### config.mk
export PLATFORM = sky130hd
export DESIGN_NAME = rate_change_cfg_sequencer
export DESIGN_NICKNAME = d
export VERILOG_FILES = /design/src/rtl/rate_change_cfg_sequencer.sv
export SDC_FILE = /design/constraint.sdc
export NUM_CORES = 1
export LEC_CHECK = 0
export CORE_MARGIN = 4
export CORE_UTILIZATION = 45
export CTS_CLUSTER_DIAMETER = 50
export DETAILED_ROUTE_END_ITERATION = 10
export HOLD_SLACK_MARGIN = 0.12
export PLACE_DENSITY = 0.76
export SLEW_MARGIN = 10
export SYNTH_ARGS = -nofsm -noshare
export SYNTH_HDL_FRONTEND = slang
export SYNTH_SLANG_ARGS = --single-unit
### constraint.sdc
create_clock -name clk -period 7.7 [get_ports clk]
set_input_delay 1.155 -clock clk [delete_from_list [all_inputs] [get_ports clk]]
set_output_delay 1.155 -clock clk [all_outputs]
set_load 0.05 [all_outputs]
### src/rtl/rate_change_cfg_sequencer.sv
// Reconfiguration sequencer for axi_rate_change: closes the input at an EOB boundary,
// drains in-flight bursts, pulses clear, then writes N, M and CONFIG over the settings bus.
module rate_change_cfg_sequencer #(
  parameter int MAX_N          = 16,
  parameter int MAX_M          = 16,
  parameter int SR_N_ADDR      = 0,
  parameter int SR_M_ADDR      = 1,
  parameter int SR_CONFIG_ADDR = 2,
  parameter int CLEAR_CYCLES   = 2,
  parameter int DRAIN_TIMEOUT  = 4096
) (
  input  logic        clk,
  input  logic        reset,
  input  logic [15:0] cfg_n,
  input  logic [15:0] cfg_m,
  input  logic [31:0] cfg_word,
  input  logic        cfg_valid,
  output logic        cfg_ready,
  output logic        cfg_err,
  output logic        busy,
  input  logic        in_tvalid,
  output logic        in_tready,
  input  logic        in_tlast,
  input  logic        in_eob,
  output logic        dut_tvalid,
  input  logic        dut_tready,
  input  logic        out_tvalid,
  input  logic        out_tready,
  input  logic        out_tlast,
  input  logic        out_eob,
  output logic        clear,
  output logic        set_stb,
  output logic [7:0]  set_addr,
  output logic [31:0] set_data
);

  localparam logic [2:0] S_IDLE   = 3'd0;
  localparam logic [2:0] S_DRAIN  = 3'd1;
  localparam logic [2:0] S_CLEAR  = 3'd2;
  localparam logic [2:0] S_WR_N   = 3'd3;
  localparam logic [2:0] S_WR_M   = 3'd4;
  localparam logic [2:0] S_WR_CFG = 3'd5;
  localparam logic [2:0] S_SETTLE = 3'd6;

  localparam int CLR_W = (CLEAR_CYCLES > 1) ? $clog2(CLEAR_CYCLES) : 1;
  localparam int TO_W  = $clog2(DRAIN_TIMEOUT + 1);
  localparam logic [CLR_W-1:0] CLR_LAST = CLR_W'(CLEAR_CYCLES - 1);
  localparam logic [TO_W-1:0]  TO_LAST  = TO_W'(DRAIN_TIMEOUT - 1);
  localparam logic [15:0] MAX_N16  = 16'(MAX_N);
  localparam logic [15:0] MAX_M16  = 16'(MAX_M);
  localparam logic [7:0]  ADDR_N   = 8'(SR_N_ADDR);
  localparam logic [7:0]  ADDR_M   = 8'(SR_M_ADDR);
  localparam logic [7:0]  ADDR_CFG = 8'(SR_CONFIG_ADDR);

  logic [2:0]       state;
  logic [2:0]       state_nxt;
  logic [CLR_W-1:0] clr_cnt;
  logic [TO_W-1:0]  to_cnt;
  logic [7:0]       inflight;
  logic             in_burst;
  logic             cfg_loaded;
  logic [15:0]      n_lat;
  logic [15:0]      m_lat;
  logic [31:0]      word_lat;

  logic open_gate;
  logic in_acc;
  logic eob_in;
  logic eob_out;
  logic out_beat;
  logic cfg_acc;
  logic cfg_bad;
  logic drain_done;
  logic drain_to;

  function automatic logic [7:0] sat_step(input logic [7:0] v, input logic inc, input logic dec);
    logic [7:0] r;
    r = v;
    if (inc && !dec && (v != 8'hFF))
      r = v + 8'd1;
    else if (dec && !inc && (v != 8'h00))
      r = v - 8'd1;
    return r;
  endfunction

  function automatic logic out_of_range(input logic [15:0] n, input logic [15:0] m);
    return (n == 16'd0) || (n > MAX_N16) || (m == 16'd0) || (m > MAX_M16);
  endfunction

  // Input gate: open while idle, and while draining only until the current burst ends
  assign open_gate  = (state == S_IDLE) || ((state == S_DRAIN) && in_burst);
  assign in_tready  = dut_tready & open_gate;
  assign dut_tvalid = in_tvalid & open_gate;
  assign in_acc     = in_tvalid & in_tready;
  assign eob_in     = in_acc & in_tlast & in_eob;
  assign out_beat   = out_tvalid & out_tready;
  assign eob_out    = out_beat & out_tlast & out_eob;

  assign cfg_ready  = (state == S_IDLE);
  assign busy       = (state != S_IDLE);
  assign clear      = (state == S_CLEAR);
  assign cfg_acc    = cfg_valid & cfg_ready;
  assign cfg_bad    = out_of_range(cfg_n, cfg_m);
  assign drain_done = !in_burst && (inflight == 8'd0);
  assign drain_to   = !out_beat && (to_cnt == TO_LAST);

  always_comb begin
    state_nxt = state;
    case (state)
      S_IDLE:   if (cfg_acc && !cfg_bad) state_nxt = S_DRAIN;
      S_DRAIN:  if (drain_done || drain_to) state_nxt = S_CLEAR;
      // The clear that follows reset has nothing to write yet
      S_CLEAR:  if (clr_cnt == CLR_LAST) state_nxt = cfg_loaded ? S_WR_N : S_IDLE;
      S_WR_N:   state_nxt = S_WR_M;
      S_WR_M:   state_nxt = S_WR_CFG;
      S_WR_CFG: state_nxt = S_SETTLE;
      S_SETTLE: state_nxt = S_IDLE;
      default:  state_nxt = S_IDLE;
    endcase
  end

  always_ff @(posedge clk or posedge reset) begin
    if (reset) begin
      state      <= S_CLEAR;
      clr_cnt    <= '0;
      to_cnt     <= '0;
      inflight   <= 8'd0;
      in_burst   <= 1'b0;
      cfg_err    <= 1'b0;
      cfg_loaded <= 1'b0;
    end else begin
      state <= state_nxt;

      if (state == S_CLEAR)
        clr_cnt <= (clr_cnt == CLR_LAST) ? '0 : clr_cnt + 1'b1;
      else
        clr_cnt <= '0;

      // Counts consecutive drain cycles without an output beat
      if ((state == S_DRAIN) && !out_beat)
        to_cnt <= to_cnt + 1'b1;
      else
        to_cnt <= '0;

      if (state == S_CLEAR)
        inflight <= 8'd0;
      else
        inflight <= sat_step(inflight, eob_in, eob_out);

      if (in_acc)
        in_burst <= !(in_tlast && in_eob);

      if (cfg_acc)
        cfg_err <= cfg_bad;
      else if ((state == S_DRAIN) && !drain_done && drain_to)
        cfg_err <= 1'b1;

      if (cfg_acc && !cfg_bad)
        cfg_loaded <= 1'b1;
    end
  end

  always_ff @(posedge clk) begin
    if (cfg_acc) begin
      n_lat    <= cfg_n;
      m_lat    <= cfg_m;
      word_lat <= cfg_word;
    end
  end

  always_comb begin
    set_stb  = 1'b0;
    set_addr = 8'd0;
    set_data = 32'd0;
    case (state)
      S_WR_N: begin
        set_stb  = 1'b1;
        set_addr = ADDR_N;
        set_data = {16'd0, n_lat};
      end
      S_WR_M: begin
        set_stb  = 1'b1;
        set_addr = ADDR_M;
        set_data = {16'd0, m_lat};
      end
      S_WR_CFG: begin
        set_stb  = 1'b1;
        set_addr = ADDR_CFG;
        set_data = word_lat;
      end
      default: ;
    endcase
  end

endmodule

* Word level (Yosys, flattened, before mapping)
Index checks and enable logic that the tools add are counted.
** Word-level totals
- Bits in registers :: 92
- Input port bits :: 75
** Operators by class
- Muxes and demuxes :: 16
- Eq/ne operators :: 10
- Order comparisons :: 2
- Bitwise gates (word level) :: 9
- Reduce and logical (&&, ||, !) cells :: 34
- Add/subtract/negate cells :: 4
** Operators with widths (count)
- $pmux 32 s3 :: 1
- $gt 16x5->1 const B :: 2
- $logic_not 16->1 :: 2
- $mux 8 :: 3
- $pmux 3 s6 :: 1
- $add 13x1->13 const B :: 1
- $eq 13x12->1 const B :: 1
- $mux 13 :: 1
- $logic_and 1x1->1 :: 12
- $and 1x1->1 :: 9
- $mux 3 :: 3
- $add 8x1->8 const B :: 1
- $logic_not 8->1 :: 1
- $ne 8x8->1 const B :: 1
- $reduce_bool 8->1 :: 1
- $sub 8x1->8 const B :: 1
- $logic_not 1->1 :: 7
- $eq 3x2->1 const B :: 2
- $eq 3x3->1 const B :: 2
- $ne 2x1->1 const B :: 3
- $reduce_bool 3->1 :: 2
- $logic_or 1x1->1 :: 5
- $mux 1 :: 5
- $pmux 2 s2 :: 1
- other kinds (7) :: 7

* Logic depth before layout (Yosys ltp)
Gate-level depths: netlist of the first run.
- Depth after elaboration :: 13
- Gate-level depth with buffers :: 11
- Gate-level depth less buffers :: 10

* Worst setup path after synthesis of the first run
No wires, ideal clock.
- Path kind :: input to register
- Start point :: in cfg_valid
- End point :: reg state[0]
- Data arrival time :: 4.266 ns
- Stages :: 5
- Required time :: 7.636 ns
- Setup slack :: 3.370 ns
- Buffers on the path :: 0
- Cells stage by stage :: nor4b_4 > nand3_1 > or4_4 > a221oi_2 > or2_1
** Between the ends
- Longest elaborated chain between the ends :: 4
** Ends and longest elaborated chain
- start, declared :: line 17 : input logic cfg_valid,
- $and 1x1->1 :: line 102 : assign cfg_acc = cfg_valid & cfg_ready;
- $logic_and 1x1->1 :: line 110 : S_IDLE: if (cfg_acc && !cfg_bad) state_nxt = S_DRAIN;
- $ne 2x1->1 (no source line)
- $reduce_and 3->1 (no source line)
- end signal, assigned :: line 132 : state <= state_nxt;
- end, declared :: line 55 : logic [2:0] state;
No other way between the ends.
A chain may end at the register's enable or synchronous reset.

* Worst setup path after layout of the first run
- Start point :: reg state[2]
- End point :: out set_data[0]
** Between the ends
- Longest elaborated chain between the ends :: 2
- Elaborated cells on any way between the ends :: 4
- Those cells by class :: eq/ne (3); mux (1)
** Ends and longest elaborated chain
- $eq 3x3->1 or $eq 3x2->1 (tied branches) :: line 175 : case (state)
- $pmux 32 s3 (*) :: line 175
- end, declared :: line 34 : output logic [31:0] set_data
Mark *: on every way between the ends. The rest lies on a longest branch, timed or not.

==> summary.txt, run 1 <==
Status
  • Outcome: complete, no violations

Finish
  • Fin cells: 553
  • Fillers: a little over 700
  • # diodes: 0
  • Multi-input logic area: 1479 sq um
  • Syn-to-layout area delta: 33.99%
  • Fin util: 61.62%
  • Fin nets: 520
  • Reg area: 2624 sq um
  • Share of cells above drive strength 1: 7.466%
  • Finished Cell Area: 5667 sq um

Die
  • Die width: approximately 100 microns
  • Die area: around 11000 sq um
  • Core area: 9196 sq um
  • Site row count: 35
  • DIE HEIGHT: 104.9 microns
  • I/O pin count: 122
  • Starting Density: between 40% and 50%

Timing
  • Slew Limit Fails: 0
  • Hold_ws: ~460 ps
  • Max-Slew Margin vs Limit: 17.07%
  • FMAX: 220.6 MHz
  • Fin crit share: 58.88%
  • RSZ-0062 raised after global routing: false
  • Actual slew at the worst max-slew pin: 1239 ps
  • Final hold viol count: 0
  • Final setup TNS: 0 ps
  • Final worst slack: 3166 ps
  • Setup-failing EPs final: 0
  • Tmin final: 4534 ps
  • Setup Skew: 17.30 ps

Placed design
  • Placer Congestion: 0.8666
  • IO Port Bufs: 115
  • Setup Slack @ Placement: 3350 ps
  • Placed Area: 5445 sq um
  • Hpwl dp: just over 7000 microns
  • Placed cells: roughly 540

Critical path
  • Critical path arrival: ~3400 ps
  • WS Path Type: reg -> out
  • R2r setup slk: roughly 4100 ps
  • CP max FO: 25
  • Worst r2r dst: inflight[7]
  • R2R Path Start: state[2]
  • Critical path capture point type: output port
  • Crit path launch type: register
  • Worst R2R Path Depth: 10
  • WP data required: 6550 ps

Routing
  • Per-cell routed wire length: 17.77 microns
  • Via Count: 3061
  • Drt total wl: 9826 microns
  • Vias per cell: 5.535
  • Residual DRC: 0
  • Antenna viol nets, final: 0
  • Drt first pass iters: 4
  • Initial drt markers: roughly 170

Yosys
  • Asr flop ratio synth: a little under a third
  • Mean post-synth cell area: 13.09 sq um
  • Synth Area in Compound Gates: 11.21%
  • Number of synthesized flops with an enable pin: 64
  • Synth Flop Type: edfxtp_1
  • Mapped Area: 4229 sq um
  • Yosys top cell by area: edfxtp_1
  • Cells after synthesis: 323
  • Mux cell area share after synthesis: 2.633%
  • Post-synthesis sequential area ratio: 62.04%
  • Adder-cell share of the synthesized area: under 10%
  • Most frequent cell after synthesis: edfxtp_1
  • Synth cell types: 50
  • Most common library cells after synthesis: edfxtp_1, a22o_1, dfrtp_1, and3_1, nor2_1
  • XOR/XNOR share of the synthesized area: 2.485%
  • Top cell type's share of synthesized area: 45.44%
  • Synth Area in Simple Gates: 15.56%
  • Synth warn: 0
  • Yosys reg bits: around 90
  • Main combinational cell family by area after synthesis: simple AND/OR/NAND/NOR gates
  • Area contributors post-synth: edfxtp_1, dfrtp_1, a22o_1

Clock network
  • Clock sink count: 92
  • Hold-fix buffers, CTS: 0
  • Clock Latency Late Sink: approximately 360 ps
  • CTS tree: built
  • H-tree depth: 3
  • Root buffer cell: clkbuf_8
  • Post-CTS setup buffers: 0
  • TritonCTS buffer count: 9
  • Clk buf depth: 2
  • CTS clk-pin slew, worst paths: 100 ps
  • CTS-repair resized insts: 0

Min path
  • Hold Crit Depth: 1
  • Hold Path Origin: clr_cnt
  • Endpoint, Worst Hold: clr_cnt
  • Worst Hold Class: reg -> reg

GRT
  • GR peak layer: met2
  • Vias in the first global route: 3234
  • First-pass GRT wire length: 15990 microns
  • Met1 usage: 22.66%
  • Met2 usage: 31.35%
  • Overall Global Routing Usage: about 18%
  • Met3 usage: 5.250%
  • Remaining global-route overflow: 0
  • Initial antenna violation count: 0
  • Largest net degree at the start of global routing: 66

Job
  • Max cap viols: 0

Power and ir drop
  • Leakage power: 2.191 nW
  • PwrDens: 227.8 nW/um^2
  • Max VDD drop: 120.5 uV
  • Final Power: 1.291 mW
-- worst max-delay path by stage --
stage / startpoint / slack (ps) / cells after the start / end
2_1_floorplan: cfg_valid / 3370 / 5 / state[0]
3_3_place_gp: dut_tready / 3520 / 11 / inflight[7]
3_5_place_dp: dut_tready / 3350 / 11 / inflight[7]
4_1_cts: state[0] / 3190 / 3 / set_data[29]
5_1_grt: state[2] / 2980 / 3 / set_data[4]
6_report: state[2] / 3170 / 3 / set_data[0]
-- flip-flops by register name, indices dropped and copies added (netlist names) --
signal / cells
inflight: 8
cfg_loaded: 1
n_lat: 16
state: 3
clr_cnt: 1
cfg_err: 1
in_burst: 1
to_cnt: 13
m_lat: 16
word_lat: 32
-- power by group --
| part | internal, mW | total [mW] | switching (mW) |
|---|---|---|---|
| registers | 0.590 | 0.631 | 0.0413 |
| logic | 0.147 | 0.304 | 0.157 |
| clock network | 0.162 | 0.356 | 0.194 |
| total | 0.899 | 1.29 | 0.392 |
-- layer usage --
layer,routed length (microns),up-vias
li1,-,1447
met1,4205,1513
met2,4970,89
met3,547,12
met4,103,0
met5,0,-
-- cells by family (layout without fill, tap and decap cells) --
kind of cell,Yosys count,count (layout)
compound gates,61,61
other cells,1,6
buf+inv,28,142
fa+ha+maj,8,8
flops,92,92
xor+xnor,12,12
mux,9,9
simple gates,112,112
-- worst max-delay path: stages, from the launching register on --
cell and delay, ps:
dfrtp_1 790, nor3b_2 1090, a22o_1 320, clkdlybuf4s50_1 820
-- area by class of cell --
type	instances	share of cell area [%]
well taps	111	2.451
repair buffers	118	20.71
flip-flops and latches	92	46.30
clock buffers	9	2.186
inverters	8	0.5299
clock inverters	7	1.722
multi-input cells	208	26.10
-- cells in the final DEF (no fill, tap or decap), types with 3 or more instances in the layout --
cell             Yosys  layout
nand2_1              8       8
inv_8                0       3
inv_1                8       8
xnor2_1              5       5
a21oi_1              9       9
nor4_1               9       9
a21o_1               4       4
clkbuf_8             0       9
ha_1                 7       7
clkdlybuf4s50_1      0     115
and3_1              23      23
buf_4                6       3
mux2_2               7       7
o21ai_0              5       5
and2_1               3       3
xor2_1               7       7
conb_1               1       6
nand4_1              8       8
o21a_1               3       3
nor2b_1              8       8
a22o_1              32      32
or3_1                4       4
nor3_1               5       5
nand3_1              8       8
dfrtp_1             27      27
edfxtp_1            64      64
nor2_1              22      22
Note: power is estimated with default switching activity, not from simulation.
==> run 2, diff against run 1 <==
Clock period 7.7 ns to 4.6 ns, I/O delays scaled along.
==> summary.txt, run 2 (synthesized netlist as in run 1, its figures left out) <==
Routing
  • Per-cell routed wire length: 17.61 microns
  • Antenna viol nets, final: 0
  • Drt first pass iters: 4
  • Drt total wl: 9775 microns
  • Via Count: about 3100
  • Residual DRC: 0
  • Initial drt markers: 125
  • Vias per cell: 5.526

Timing
  • Final setup TNS: 0 ps
  • Setup-failing EPs final: 0
  • Actual slew at the worst max-slew pin: 1135 ps
  • FMAX: roughly 270 MHz
  • Tmin final: 3709 ps
  • Fin crit share: approximately four fifths
  • Slew Limit Fails: 0
  • Hold_ws: 476.3 ps
  • Max-Slew Margin vs Limit: 24.17%
  • Setup Skew: around 8 ps
  • RSZ-0062 raised after global routing: false
  • Final hold viol count: 0

Clock network
  • H-tree depth: 3
  • CTS clk-pin slew, worst paths: 80 ps
  • Post-CTS setup buffers: 0
  • Clk buf depth: 2
  • Clock Latency Late Sink: 350 ps
  • Root buffer cell: clkbuf_8
  • CTS-repair resized insts: 0
  • CTS tree: built
  • TritonCTS buffer count: 9
  • Hold-fix buffers, CTS: 0
  • Clock sink count: 92

Critical path
  • WP data required: a little under 4000 ps
  • Critical path arrival: approximately 3000 ps
  • Crit path launch type: register
  • Slowest stage delay, CP: approximately 940 ps
  • Worst setup startpoint: state[0]
  • R2R Path Start: state[2]
  • CP max FO: 25
  • Critical path capture point type: output port
  • R2r setup slk: roughly 940 ps
  • Worst r2r dst: inflight[7]
  • WS Path Type: reg -> out
  • Worst R2R Path Depth: 10
  • Crit path cell chain: buf_4, nor2b_1, and3_1, clkdlybuf4s50_1
  • Crit path max-delay cell type: nor2b_1

Power and ir drop
  • Internal Power: around 1.5 mW
  • Clock power share: 25.6%
  • Switch share: just under 30%
  • Max VDD drop: ~180 uV
  • Sw Pwr: between 0.6 and 0.7 mW
  • Power share of the combinational group: 24.7%
  • Leakage power: 2.186 nW
  • Seq pwr share: 49.7%
  • PwrDens: 372.9 nW/um^2

Die
  • I/O pin count: about 120
  • Core area: roughly 9200 sq um
  • Starting Density: 45.99%
  • Die area: roughly 11000 sq um
  • Site row count: 35
  • DIE HEIGHT: 104.9 microns
  • Die width: 104.9 microns

GRT
  • Overall Global Routing Usage: around 18%
  • Remaining global-route overflow: 0
  • Largest net degree at the start of global routing: 66
  • First-pass GRT wire length: 15660 microns
  • Initial antenna violation count: 0
  • Vias in the first global route: 3250

Job
  • Max cap viols: 0

Min path
  • Endpoint, Worst Hold: clr_cnt
  • Hold Path Origin: clr_cnt
  • Hold Crit Depth: 1
  • Worst Hold Class: reg -> reg

Finish
  • Most frequent cells in the layout: clkdlybuf4s50_1, edfxtp_1, a22o_1
  • Most common cell after layout, fill and taps aside: clkdlybuf4s50_1
  • Fin nets: approximately 520
  • Syn-to-layout area delta: 33.85%
  • # diodes: 0
  • Fin cells: around 560
  • Biggest register: word_lat
  • Share of cells above drive strength 1: 7.658%
  • Number of flip-flops under the largest register name: 32
  • Multi-input logic area: 1479 sq um
  • Reg area: about 2600 sq um
  • Biggest regs: word_lat x32, m_lat x16, n_lat x16
  • Fillers: 731

Placed design
  • IO Port Bufs: 115
  • Hpwl dp: 7112 microns
  • Placed cells: 539
  • Placer Congestion: 0.8284

Status
  • Outcome: complete, no violations
[run 2: cell types whose count changed in the layout (fill, tap and decap cells not counted), sizes merged]
cell,change
clkinv,+2
buf,+2
inv,-4
clkinvlp,+1
clkbuf,+1
[run 2: cell type report]
cell class,instances,area share (%)
Tap cell,111,2.454
Clock inverter,6,1.282
Multi-Input combinational cell,208,26.13
Sequential cell,92,46.35
Inverter,8,0.5305
Clock buffer,10,2.255
Timing Repair Buffer,120,21.00
[run 2: stage by stage]
step	utilization (%)	setup slack (ps)	power, mW	instance area, sq um
floorplan	-	735.1	1.419	4248
global placement	59.37	913.1	1.556	5460
detailed placement	59.37	768.4	1.584	5460
CTS	61.55	900.1	2.128	5660
global route	61.55	666.0	2.239	5660
finish	61.55	890.8	2.111	5660
[run 2: per-layer routing]
layer | share of wire [%] | global-route usage [%] | vias up
met3 | 7.8 | 6.733 | 11
met4 | 0.95 | 4.311 | 0
met5 | 0 | 0 | -
li1 | - | - | 1451
met1 | 42 | 21.16 | 1501
met2 | 50 | 30.80 | 104
[run 2: power by group through the flow]
stage	logic, mW	clock network, mW	registers (mW)
after global placement	0.493	0	1.06
after detailed placement	0.516	0	1.07
after global routing	0.582	0.596	1.06
after floorplan	0.370	0	1.05
after CTS	0.519	0.560	1.05
final	0.521	0.540	1.05
[run 2: worst max-delay path, delay by kind of cell (launching register included)]
family,cells,cell delay [ps]
buf+inv,2,1120
simple gates,2,1210
flops,1,330
[run 2: how the worst max path moves through the flow]
stage,slack [ps],end,cells past startpoint
after floorplan,740,state[0],5
after global placement,910,inflight[7],11
after detailed placement,770,inflight[7],11
after CTS,900,set_data[28],4
after global routing,670,set_data[28],4
final,890,set_data[28],4
==> run 3, diff against run 2 <==
Settings changed: CORE_UTILIZATION 45 to 43.
Clock period 4.6 ns to 3 ns, I/O delays scaled along.
==> summary.txt, run 3 (synthesized netlist as in run 1, its figures left out) <==
Power and ir drop
  • PwrDens: 534.3 nW/um^2
  • Clock power share: 25.2%
  • Switch share: around 29%
  • Sw Pwr: 0.9671 mW
  • Power share of the combinational group: 25.7%
  • Max VDD drop: 266.6 uV
  • Internal Power: 2.321 mW
  • Leakage power: 2.435 nW
  • Seq pwr share: 49.0%

Clock network
  • Clock Latency Late Sink: 350 ps
  • Clock sink count: 92
  • CTS-repair resized insts: 0
  • Clk buf depth: 2
  • Hold-fix buffers, CTS: 0
  • Post-CTS setup buffers: 0
  • H-tree depth: 3
  • CTS clk-pin slew, worst paths: 90 ps
  • TritonCTS buffer count: 9
  • Root buffer cell: clkbuf_8
  • CTS tree: built

Routing
  • Vias per cell: between 5 and 6
  • Antenna viol nets, final: 0
  • Initial drt markers: between 150 and 200
  • Drt total wl: 10390 microns
  • Per-cell routed wire length: 17.67 microns
  • Via Count: 3169
  • Drt first pass iters: 4
  • Residual DRC: 0

GRT
  • Overall Global Routing Usage: 18.25%
  • Largest net degree at the start of global routing: 66
  • Remaining global-route overflow: 0
  • First-pass GRT wire length: between 15000 and 20000 microns
  • Vias in the first global route: 3306
  • Initial antenna violation count: 0

Timing
  • Fin crit share: 93.35%
  • Tmin final: 2801 ps
  • Slew Limit Fails: 0
  • Final hold viol count: 0
  • Actual slew at the worst max-slew pin: 821.4 ps
  • Hold_ws: roughly 460 ps
  • Setup Skew: 13.10 ps
  • RSZ-0062 raised after global routing: false
  • Setup-failing EPs final: 0
  • Max-Slew Margin vs Limit: approximately 45%
  • FMAX: 357.1 MHz
  • Final setup TNS: 0 ps

Die
  • DIE HEIGHT: 107.2 microns
  • Core area: about 9400 sq um
  • Die area: about 11000 sq um
  • Die width: about 110 microns
  • I/O pin count: around 120
  • Site row count: 35
  • Starting Density: 44.92%

Finish
  • Biggest regs: word_lat x32, m_lat x16, n_lat x16
  • Biggest register: word_lat
  • Fin nets: 537
  • Syn-to-layout area delta: 45.53%
  • Share of cells above drive strength 1: 18.30%
  • # diodes: 0
  • Most common cell after layout, fill and taps aside: clkdlybuf4s50_1
  • Fin util: 65.37%
  • Most frequent cells in the layout: clkdlybuf4s50_1, edfxtp_1, buf_12
  • Number of flip-flops under the largest register name: 32
  • Fillers: ~690

Critical path
  • R2r setup slk: 290 ps
  • Critical path capture point type: register
  • WS Path Type: in -> reg
  • Critical path arrival: just over 3000 ps
  • CP max FO: 5
  • WP data required: 3280 ps
  • Crit path launch type: input pin
  • Crit path cell chain: clkdlybuf4s50_1, and3_1, nand4_1, nor2_1, inv_1, ha_1, and3_1, a221oi_1, a21oi_1, or3_1, nand4_1
  • Slowest stage delay, CP: 480 ps
  • Crit path max-delay cell type: clkdlybuf4s50_1

Status
  • Outcome: complete, no violations

Placed design
  • IO Port Bufs: between 100 and 150
  • Placer Congestion: approximately 0.87
  • Hpwl dp: between 7000 and 8000 microns

Job
  • Max cap viols: 0

Min path
  • Worst Hold Class: reg -> reg
## run 3: worst max-delay path: cells and delay by family
kind / cells / cell delay [ps]
AOI/OAI and AO/OA: 2 / 610
adders and majority gates: 1 / 330
buffers and inverters: 2 / 600
and+or+nand+nor: 6 / 1100
## run 3: per-layer routing
| metal | vias to the layer above | part of all wire (%) | global-route usage [%] |
|---|---|---|---|
| met5 | - | 0 | 0 |
| met4 | 0 | 1.9 | 5.114 |
| met3 | 16 | 7.4 | 5.599 |
| met2 | 117 | 50 | 31.19 |
| met1 | 1552 | 41 | 22.31 |
| li1 | 1484 | - | - |
## run 3: path summary, 6_finish.rpt
check,startpoint,end,cells after the start
min,clr_cnt,clr_cnt,1
min in group asynchronous,reset,to_cnt[8],3
max reg2reg,state[1],inflight[7],10
max in group asynchronous,reset,state[1],3
max,dut_tready,inflight[7],11
min reg2reg,clr_cnt,clr_cnt,1
## run 3: power groups by stage
stage / combinational (mW) / sequential, mW / clock [mW]
finish: 0.846 / 1.61 / 0.829
global route: 0.929 / 1.63 / 0.907
CTS: 0.840 / 1.61 / 0.849
detailed placement: 0.835 / 1.64 / 0
global placement: 0.794 / 1.63 / 0
floorplan: 0.568 / 1.61 / 0
## run 3: final cells by class
| cell class | instances | area [sq um] | area share [%] |
|---|---|---|---|
| flip-flops and latches | 92 | 2624 | 42.63 |
| repair buffers | 135 | 1662 | 27.00 |
| multi-input cells | 208 | 1479 | 24.03 |
| well taps | 129 | 161.4 | 2.622 |
| clock buffers | 9 | 123.9 | 2.013 |
| clock inverters | 7 | 75.07 | 1.220 |
| inverters | 8 | 30.03 | 0.4879 |
## run 3: per-stage QoR
step	std cells	cell area, sq um	worst slack [ps]	power (mW)
2_1_floorplan	328	4248	-712.1	2.176
3_3_place_gp	572	5956	-54.45	2.421
3_5_place_dp	572	5956	-86.61	2.474
4_1_cts	588	6155	257.0	3.300
5_1_grt	588	6155	14.16	3.466
6_report	588	6155	199.4	3.288
